`config.mk`:
```
export PLATFORM = sky130hd
export DESIGN_NAME = tab_update_ctrl
export DESIGN_NICKNAME = d
export VERILOG_FILES = /design/src/rtl/tab_update_ctrl_pkg.sv /design/src/rtl/tab_req_fifo.sv /design/src/rtl/tab_update_ctrl.sv
export SDC_FILE = /design/constraint.sdc
export NUM_CORES = 1
export LEC_CHECK = 0
export ABC_AREA = 0
export CAP_MARGIN = 20
export CORE_MARGIN = 2
export CORE_UTILIZATION = 50
export CTS_BUF_LIST = sky130_fd_sc_hd__clkbuf_8
export CTS_CLUSTER_DIAMETER = 40
export DETAILED_ROUTE_END_ITERATION = 8
export GPL_TIMING_DRIVEN = 0
export MAX_ROUTING_LAYER = met4
export PLACE_DENSITY_LB_ADDON = 0.15
export SETUP_SLACK_MARGIN = 0.15
export SLEW_MARGIN = 5
export SYNTH_ARGS = -nofsm -noshare
export SYNTH_HDL_FRONTEND = slang
export SYNTH_SLANG_ARGS = --single-unit
```
`constraint.sdc`:
```
create_clock -name px_clk -period 4.4 [get_ports px_clk]
set_input_delay 0.88 -clock px_clk [delete_from_list [all_inputs] [get_ports px_clk]]
set_output_delay 0.88 -clock px_clk [all_outputs]
set_load 0.02 [all_outputs]
```
`src/rtl/tab_update_ctrl_pkg.sv`:
```
// Shared constants, pixel-stream field layout and FSM encoding for the table update controller.
package tab_update_ctrl_pkg;

  // Table geometry
  localparam int unsigned TAB_W         = 40;
  localparam int unsigned TAB_H         = 30;
  localparam int unsigned TAB_CELLS_DEF = TAB_W * TAB_H;

  // Pixel stream layout: {RGB[5:0], XC[9:0], YC[9:0]}
  localparam int unsigned RGB_W  = 26;
  localparam int unsigned YC_LSB = 0;
  localparam int unsigned YC_W   = 10;
  localparam int unsigned XC_LSB = 10;
  localparam int unsigned XC_W   = 10;

  typedef enum logic [1:0] {
    ST_IDLE  = 2'd0,
    ST_CLEAR = 2'd1,
    ST_DRAIN = 2'd2
  } state_e;

endpackage

```
`src/rtl/tab_req_fifo.sv`:
```
// Synchronous first-word-fall-through FIFO holding {address, data} table write requests.
module tab_req_fifo #(
  parameter int unsigned DEPTH = 8,
  parameter int unsigned W     = 15
) (
  input  logic         clk,
  input  logic         rst_n,
  input  logic         push_i,
  input  logic [W-1:0] din_i,
  input  logic         pop_i,
  output logic [W-1:0] dout_o,
  output logic         full_o,
  output logic         empty_o
);

  localparam int unsigned PW = (DEPTH > 1) ? $clog2(DEPTH) : 1;
  localparam int unsigned CW = $clog2(DEPTH + 1);

  logic [W-1:0]  mem_q [DEPTH];
  logic [PW-1:0] wptr_q, rptr_q;
  logic [CW-1:0] cnt_q;
  logic          do_push, do_pop;

  assign full_o  = (cnt_q == CW'(DEPTH));
  assign empty_o = (cnt_q == '0);
  assign dout_o  = mem_q[rptr_q];
  assign do_push = push_i && !full_o;
  assign do_pop  = pop_i && !empty_o;

  // Storage array; contents are don't-care until written
  always_ff @(posedge clk) begin
    if (do_push) mem_q[wptr_q] <= din_i;
  end

  // Pointers and occupancy count; pointers wrap naturally since DEPTH is a power of 2
  always_ff @(posedge clk or negedge rst_n) begin
    if (!rst_n) begin
      wptr_q <= '0;
      rptr_q <= '0;
      cnt_q  <= '0;
    end else begin
      if (do_push) wptr_q <= wptr_q + PW'(1);
      if (do_pop)  rptr_q <= rptr_q + PW'(1);
      case ({do_push, do_pop})
        2'b10:   cnt_q <= cnt_q + CW'(1);
        2'b01:   cnt_q <= cnt_q - CW'(1);
        default: cnt_q <= cnt_q;
      endcase
    end
  end

endmodule

```
`src/rtl/tab_update_ctrl.sv`:
```
// Buffers game-table writes and clears, applying them to the table RAM only during vertical blanking.
module tab_update_ctrl
  import tab_update_ctrl_pkg::*;
#(
  parameter int unsigned DEPTH       = 8,
  parameter int unsigned TAB_AW      = 11,
  parameter int unsigned TAB_DW      = 4,
  parameter int unsigned TAB_CELLS   = 1200,
  parameter int unsigned VISIBLEROWS = 480
) (
  input  logic              px_clk,
  input  logic              rst_n,
  input  logic [RGB_W-1:0]  RGBStr_i,
  input  logic              req_valid,
  input  logic [TAB_AW-1:0] req_add,
  input  logic [TAB_DW-1:0] req_dat,
  output logic              req_ready,
  input  logic              req_clear,
  output logic              TabWe,
  output logic [TAB_AW-1:0] TabWAdd,
  output logic [TAB_DW-1:0] TabWDat,
  output logic              frame_tick,
  output logic              busy,
  output logic              bad_add
);

  localparam int unsigned FW = TAB_AW + TAB_DW;

  state_e            state_q, state_d;
  logic [TAB_AW-1:0] clr_cnt_q, clr_cnt_d;
  logic              clear_pend_q, clear_pend_d;
  logic              blank_q, blank_dly_q, blank_d;
  logic              we_d;
  logic [TAB_AW-1:0] wadd_d;
  logic [TAB_DW-1:0] wdat_d;
  logic              in_range, accept, fifo_pop, fifo_full, fifo_empty;
  logic [FW-1:0]     fifo_dout;
  logic [YC_W-1:0]   yc;
  logic              rgb_unused;

  // Only the row coordinate matters here
  assign yc         = RGBStr_i[YC_LSB +: YC_W];
  assign rgb_unused = ^RGBStr_i[RGB_W-1:YC_W];
  assign blank_d    = (yc >= YC_W'(VISIBLEROWS));

  assign in_range  = (req_add < TAB_AW'(TAB_CELLS));
  assign accept    = req_valid && req_ready;
  assign req_ready = !fifo_full;
  assign busy      = clear_pend_q || (state_q != ST_IDLE) || !fifo_empty;

  // Out-of-range requests are accepted but never stored
  tab_req_fifo #(.DEPTH(DEPTH), .W(FW)) u_fifo (
    .clk     (px_clk),
    .rst_n   (rst_n),
    .push_i  (accept && in_range),
    .din_i   ({req_add, req_dat}),
    .pop_i   (fifo_pop),
    .dout_o  (fifo_dout),
    .full_o  (fifo_full),
    .empty_o (fifo_empty)
  );

  // Next-state and write-port decode; writes happen only when the previous edge saw blanking
  always_comb begin
    state_d      = state_q;
    clr_cnt_d    = clr_cnt_q;
    clear_pend_d = clear_pend_q || req_clear;
    we_d         = 1'b0;
    wadd_d       = '0;
    wdat_d       = '0;
    fifo_pop     = 1'b0;
    case (state_q)
      ST_IDLE: begin
        if (blank_q && clear_pend_q) begin
          state_d   = ST_CLEAR;
          clr_cnt_d = '0;
        end else if (blank_q && !fifo_empty) begin
          state_d = ST_DRAIN;
        end
      end
      ST_CLEAR: begin
        // Without blanking the count is held and the clear resumes next blank
        if (blank_q) begin
          we_d      = 1'b1;
          wadd_d    = clr_cnt_q;
          clr_cnt_d = clr_cnt_q + TAB_AW'(1);
          if (clr_cnt_q == TAB_AW'(TAB_CELLS - 1)) begin
            clr_cnt_d    = '0;
            clear_pend_d = req_clear;
            state_d      = fifo_empty ? ST_IDLE : ST_DRAIN;
          end
        end
      end
      ST_DRAIN: begin
        if (!blank_q || fifo_empty) begin
          state_d = ST_IDLE;
        end else begin
          fifo_pop         = 1'b1;
          we_d             = 1'b1;
          {wadd_d, wdat_d} = fifo_dout;
        end
      end
      default: state_d = ST_IDLE;
    endcase
  end

  // State, write port, blank tracking and status pulses
  always_ff @(posedge px_clk or negedge rst_n) begin
    if (!rst_n) begin
      state_q      <= ST_IDLE;
      clr_cnt_q    <= '0;
      clear_pend_q <= 1'b0;
      TabWe        <= 1'b0;
      TabWAdd      <= '0;
      TabWDat      <= '0;
      blank_q      <= 1'b0;
      blank_dly_q  <= 1'b0;
      frame_tick   <= 1'b0;
      bad_add      <= 1'b0;
    end else begin
      state_q      <= state_d;
      clr_cnt_q    <= clr_cnt_d;
      clear_pend_q <= clear_pend_d;
      TabWe        <= we_d;
      TabWAdd      <= wadd_d;
      TabWDat      <= wdat_d;
      blank_q      <= blank_d;
      blank_dly_q  <= blank_q;
      frame_tick   <= blank_q && !blank_dly_q;
      bad_add      <= accept && !in_range;
    end
  end

endmodule
```
# Word level (Yosys, flattened, before mapping)
# Memory sizes are Yosys's and may differ from the RTL's.
# Index checks and enable logic that the tools add are counted.
# Widths: inputs -> output; s select.
[op_classes] magnitude_cmp=2 n_mux=26 add_sub_neg=5 reduce_logical=24 eq_ne=11
[op_table] operator="$mux 11" count=5
[op_table] operator="$pmux 11 s2" count=2
[op_table] operator="$mux 2" count=6
[op_table] operator="$add 11x1->11 const B" count=1
[op_table] operator="$eq 11x11->1 const B" count=1
[op_table] operator="$lt 11x11->1 const B" count=1
[op_table] operator="$ge 10x9->1 const B" count=1
[op_table] operator="$logic_and 1x1->1" count=8
[op_table] operator="$mux 1" count=8
[op_table] operator="$mux 4" count=2
[op_table] operator="$ne 2x2->1 const B" count=4
[op_table] operator="$pmux 4 s2" count=1
[op_table] operator="$add 3x1->3 const B" count=2
[op_table] operator="$pmux 2 s3" count=1
[op_table] operator="$reduce_bool 2->1" count=3
[op_table] operator="$logic_not 1->1" count=5
[op_table] operator="$add 4x1->4 const B" count=1
[op_table] operator="$eq 2x1->1 const B" count=2
[op_table] operator="$eq 2x2->1 const B" count=2
[op_table] operator="$eq 4x4->1 const B" count=1
[op_table] operator="$logic_not 4->1" count=1
[op_table] operator="$logic_or 1x1->1" count=4
[op_table] operator="$reduce_and 4->1" count=1
[op_table] operator="$sub 4x1->4 const B" count=1
[op_table] operator="4 further kinds" count=4
[totals] inputBits=45 memories=1 reg_bits=44 elab_cells=82 ram_bits=120 out_inout_bits=20
[mem_list] name="u_fifo.mem_q" words=8 word_bits=15 read_ports=1 rd_ports_with_merged_regs=0 write_ports=1 line="tab_req_fifo.sv:19" source="logic [W-1:0] mem_q [DEPTH];"

# Longest topological paths before layout
[depth] ltp_word=7 depth_mapped=12 mapped_depth_nobuf=11

# Cells and area by module
# From an unflattened synthesis, not the netlist that was laid out.
[hier_totals] hier_cells=400 area_unflattened_um2=6945.4
[modules_own_cells] mod="tab_req_fifo" cells_each=240 instances=1 area_each_um2=5272.6 seq_area_each_um2=3853.7
[modules_own_cells] mod="tab_update_ctrl" cells_each=160 instances=1 area_each_um2=1672.9 seq_area_each_um2=850.8

# Least setup slack after synthesis
# OpenSTA, ideal clock, no wires.
[synth_path] path_kind="input to register" start="in req_add[4]" end="mem u_fifo.mem_q[1][0] (enable)" path_buffers=1 path_stages=5 arrival_time_ns=3.306 required_ns=3.974 path_slack_ns=0.668 setup_time_ns=0.426 path_cell_list="a21o_1 > a211o_1 > a21oi_1 > buf_2 > nor4bb_1"
[synth_via] elab_chain_len=5
[synth_lines] element="from (decl)" line="tab_update_ctrl.sv:15" source="input logic [TAB_AW-1:0] req_add,"
[synth_lines] element="$lt 11x11->1" line="tab_update_ctrl.sv:46" source="assign in_range = (req_add < TAB_AW'(TAB_CELLS));"
[synth_lines] element="$logic_and 1x1->1" line="tab_update_ctrl.sv:55" source=".push_i (accept && in_range),"
[synth_lines] element="$logic_and 1x1->1" line="tab_req_fifo.sv:27" source="assign do_push = push_i && !full_o;"
[synth_lines] element="$mux 1" line="tab_req_fifo.sv:32" source="if (do_push) mem_q[wptr_q] <= din_i;"
[synth_lines] element="$mux 1 (not written as such)" line="tab_req_fifo.sv:32"
[synth_lines] element="to (decl)" line="tab_req_fifo.sv:19"
# No other way between the ends.

# Worst setup path in the final report
[layout_path] start="reg u_fifo.cnt_q[1]" end="out busy"
[layout_via] elab_chain_len=3
[layout_lines] element="from (decl)" line="tab_req_fifo.sv:21" source="logic [CW-1:0] cnt_q;"
[layout_lines] element="from (signal assigned)" line="tab_req_fifo.sv:45" source="2'b10: cnt_q <= cnt_q + CW'(1);"
[layout_lines] element="from (signal assigned)" line="tab_req_fifo.sv:46" source="2'b01: cnt_q <= cnt_q - CW'(1);"
[layout_lines] element="from (signal assigned)" line="tab_req_fifo.sv:47" source="default: cnt_q <= cnt_q;"
[layout_lines] element="$logic_not 4->1" line="tab_req_fifo.sv:25" source="assign empty_o = (cnt_q == '0);"
[layout_lines] element="$logic_not 1->1" line="tab_update_ctrl.sv:49" source="assign busy = clear_pend_q || (state_q != ST_IDLE) || !fifo_empty;"
[layout_lines] element="$logic_or 1x1->1" line="tab_update_ctrl.sv:49"
[layout_lines] element="to (decl)" line="tab_update_ctrl.sv:23" source="output logic busy,"
# No other way between the ends.

==> out/results.md <==
| Result | Reported |
| --- | --- |
| Critical Path Fanout Max | 8 |
| Fill cell total of the finished layout | 991 |
| Area share of the largest cell type after synthesis | 54.7% |
| Relative slew margins | 31.3% |
| Required time of the critical path | 3.52 ns |
| YS warnings | 0 |
| Reg-to-Reg End | u_fifo.cnt_q[2]$_DFFE_PN0P_ |
| Full die area | 14100 um^2 |
| Worst setup slack before clock tree synthesis | 0.511 ns |
| Latest clock arrival within the worst-skew pair | 0.47 ns |
| Async set-or-reset flop fraction in the synthesized netlist | 26.8% |
| Transition time of the tightest slew-check pin | 1.03 ns |
| Worst hold margin | 0.268 ns |
| Power dissipated by switching net loads | 1300 uW |
| Share of synthesized area occupied by flip-flops and latches | 71.4% |
| Post-CTS sizing | 0 |
| CP Launch Type | flop |
| Maximum number of pins on one net before global-route repair | 36 |
| Number of max-slew violations in the final report | 0 |
| Ant. Diodes | 0 |
| Post-route clock period utilization | 76.1% |
| WS Path Type | flop to output pin |
| Hold bufs inserted after CTS | 0 |
| Cell taking the most area after synthesis | edfxtp_1 |
| Synthesized area divided by synthesized cell count | 17.7 um^2 |
| Number of H-tree branching levels | 4 |
| Type of the most critical hold path | primary input to asynchronous set/reset pin |
| Skew final | 0.0155 ns |
| Outcome | finished clean |
| Met2 WL | 6230 um |
| Overflow left after global routing | 0 |
| MaxCap Viol Count | 0 |
| Reg-to-reg slack, setup | 1.73 ns |
| Uppermost signal routing layer after detailed routing | met4 |
| Sequential power share | 47.5% |
| Type of destination of the critical path | output pin |
| Final setup margin | 1.05 ns |
| Count of cell types in the netlist | 49 |
| Total area of sequential cells | 4700 um^2 |
| Comb power frac | 29.0% |
| Proportion of power drawn by the clock network | 23.6% |
| Switching power share of the total | 31.1% |
| DRC violations left | 0 |
| Internal power component | 2870 uW |
| Most frequently used cell type in the post-synthesis netlist | edfxtp_1 |
| Vias per Instance | 5.67 |
| Cell at the root of the clock tree | clkbuf_8 |
| Lkg Pwr | 0.00275 uW |
| Total count of hold-check failures in the final report | 0 |
| Count of antenna-violating nets left after detailed routing | 0 |
| Die boundary width | 119 um |
| Count of flip-flops with a built-in enable after synthesis | 120 |
| # nets final | 492 |
| Synthesis-to-finish area growth | 16.2% |
| Total I/O pin count | 65 |
| Pre-Repair DR Iteration Count | 5 |
| Final weighted congestion of routability-driven global placement | 0.901 |
| Vertical die dimension | 119 um |
| Peak ir drop on the vdd network | 0.000240 V |
| Register bit total from synthesis | 164 |
| Cells after Synth | 373 |
| Final setup violation count | 0 |
| CTS tree | yes |
| Fraction of final layout cells sized beyond drive strength 1 | 18.4% |
| Post-CTS Setup Inserts | 0 |
| Number of clock buffers inserted by TritonCTS | 17 |
| Total routing resource utilization after global routing | 19.5% |
| Starting DRT DRC Count | 299 |
| Wire length of the first global-routing pass | 19400 um |
| Detail Placement HPWL | 7950 um |
| Initial standard-cell utilization of the core | 51.8% |
| Setup repair after global routing missed its margin | false |
| Routed length on met1 | 5250 um |
| Detailed-routed wire length on met3 | 804 um |
| Area contributors post-synth | edfxtp_1 (55%), dfrtp_1 (17%), mux4_2 (10%), mux2i_1 (2.6%), ha_1 (1.7%) |
| Initial antenna violation count | 0 |
| Number of buffer cells added on primary ports | 43 |
| Worst reg2reg path depth | 10 |
| Post-synth design cell area | 6590 um^2 |
| Clock transition at the registers of the reported paths | 0.09 ns |
| Top flip-flop cell by instance count after synthesis | edfxtp_1 |
| Worst r2r src | u_fifo.cnt_q[1]$_DFFE_PN0P_ |
| Critical path arrival | 2.47 ns |
| Number of clock sinks seen by CTS | 164 |
| Footprint of the multi-input gates | 1840 um^2 |
| Vias | 3532 |
| Routed length per instance | 20.0 um |
| Vias in the first global route | 3379 |
| Core footprint | 12700 um^2 |
| Max Buffers Root-to-Sink | 2 |
| Sum of routed wire length over all layers | 12500 um |
| Fmax achieved | 299 MHz |
| Placement Rows | 41 |
| Net count after synthesis | 427 |
| Top cells by instance count after synthesis | edfxtp_1 (120), dfrtp_1 (44), mux4_2 (30) |
| Total power per unit cell area | 544 nW/um^2 |
| Min Tclk post-route | 3.35 ns |
==> worst max path at each step <==
| stage | from | slack (ns) | depth (start not counted) | endpoint |
|---|---|---|---|---|
| 2_1_floorplan | req_add[4] | 0.67 | 5 | u_fifo.mem_q[1][0]$_DFFE_PP_ |
| 3_5_place_dp | req_add[4] | 0.51 | 6 | u_fifo.mem_q[5][1]$_DFFE_PP_ |
| 3_3_place_gp | req_add[4] | -1.66 | 6 | u_fifo.mem_q[1][1]$_DFFE_PP_ |
| 4_1_cts | u_fifo.cnt_q[1]$_DFFE_PN0P_ | 1.0 | 3 | busy |
| 6_report | u_fifo.cnt_q[1]$_DFFE_PN0P_ | 1.05 | 3 | busy |
| 5_1_grt | req_add[4] | 0.88 | 13 | u_fifo.cnt_q[2]$_DFFE_PN0P_ |
==> critical path: stages (launching register included) <==
cell and delay [ns]:
dfrtp_1 0.47, or4_4 0.57, or3b_4 0.42, clkdlybuf4s50_1 0.55
==> layer usage <==
metal / vias up / track usage, %
met2: 124 / 29.8
met4: 0 / 7.14
li1: 1593 / -
met1: 1802 / 25.7
met5: - / -
met3: 13 / 4.98
==> power by group through the flow <==
stage	Sequential (uW)	Combinational [uW]	Clock (uW)
final	1980	1210	982
after global routing	2000	1310	1070
after CTS	1980	1230	1010
after detailed placement	2010	1230	0
after global placement	2000	1190	0
after floorplan	2010	815	0
==> flip-flops by register name, summed over array words and instances (netlist names), 2 cells and up <==
name,count
u_fifo.mem_q,120
state_q,2
TabWAdd,11
u_fifo.wptr_q,3
TabWDat,4
u_fifo.rptr_q,3
u_fifo.cnt_q,4
clr_cnt_q,11
==> layout make-up <==
type                            count  share of cell area (%)
Sequential cell                   164                    61.4
Tap cell                          172                    2.81
Clock inverter                     15                    1.54
Timing Repair Buffer               46                    6.11
Buffer                             12                   0.719
Multi-Input combinational cell    192                    24.1
Clock buffer                       17                    3.06
Inverter                            5                   0.245
==> logic make-up after synthesis <==
kind of cell,synth area share (%)
AOI/OAI and AO/OA,3.02
xor gates and xnor gates,1.86
adders and majority gates,1.71
buffers and inverters,1.12
DFF,71.4
muxes,13.3
and+or+nand+nor,7.59
==> placed cells by master (no fill, tap or decap), types with 2 or more instances in the layout <==
cell type,Yosys,final
and3_1,4,4
nand3b_1,3,3
inv_1,4,7
clkinvlp_4,0,2
mux2_2,3,3
xor2_1,11,11
o21ai_0,17,17
buf_2,7,8
and4_1,3,3
and3b_1,2,2
nand2_1,27,27
nand3_1,9,9
nand4_1,4,4
nor2b_1,2,2
clkinv_2,0,4
and4b_1,3,3
or3_1,2,2
clkdlybuf4s50_1,0,42
buf_1,2,2
buf_6,0,2
mux2i_1,17,17
mux4_2,30,30
xnor2_1,3,3
and2_1,2,2
dfrtp_1,44,44
a21oi_1,7,7
ha_1,9,9
inv_6,0,2
nor4bb_4,0,2
edfxtp_1,120,120
clkbuf_1,2,2
clkbuf_8,0,17
nor2_1,12,12
==> through the flow <==
step                      total power [uW]  utilization [%]  instances  instance area, um^2  setup TNS (ns)
after floorplan                       2830                -        373                 6590               0
after global placement                3190             56.9        588                 7240          -46.45
after detailed placement              3250             57.4        591                 7310               0
after CTS                             4220             60.2        623                 7660               0
after global routing                  4380             60.2        623                 7660               0
final                                 4170             60.2        623                 7660               0
Note: power is estimated with default switching activity, not from simulation.
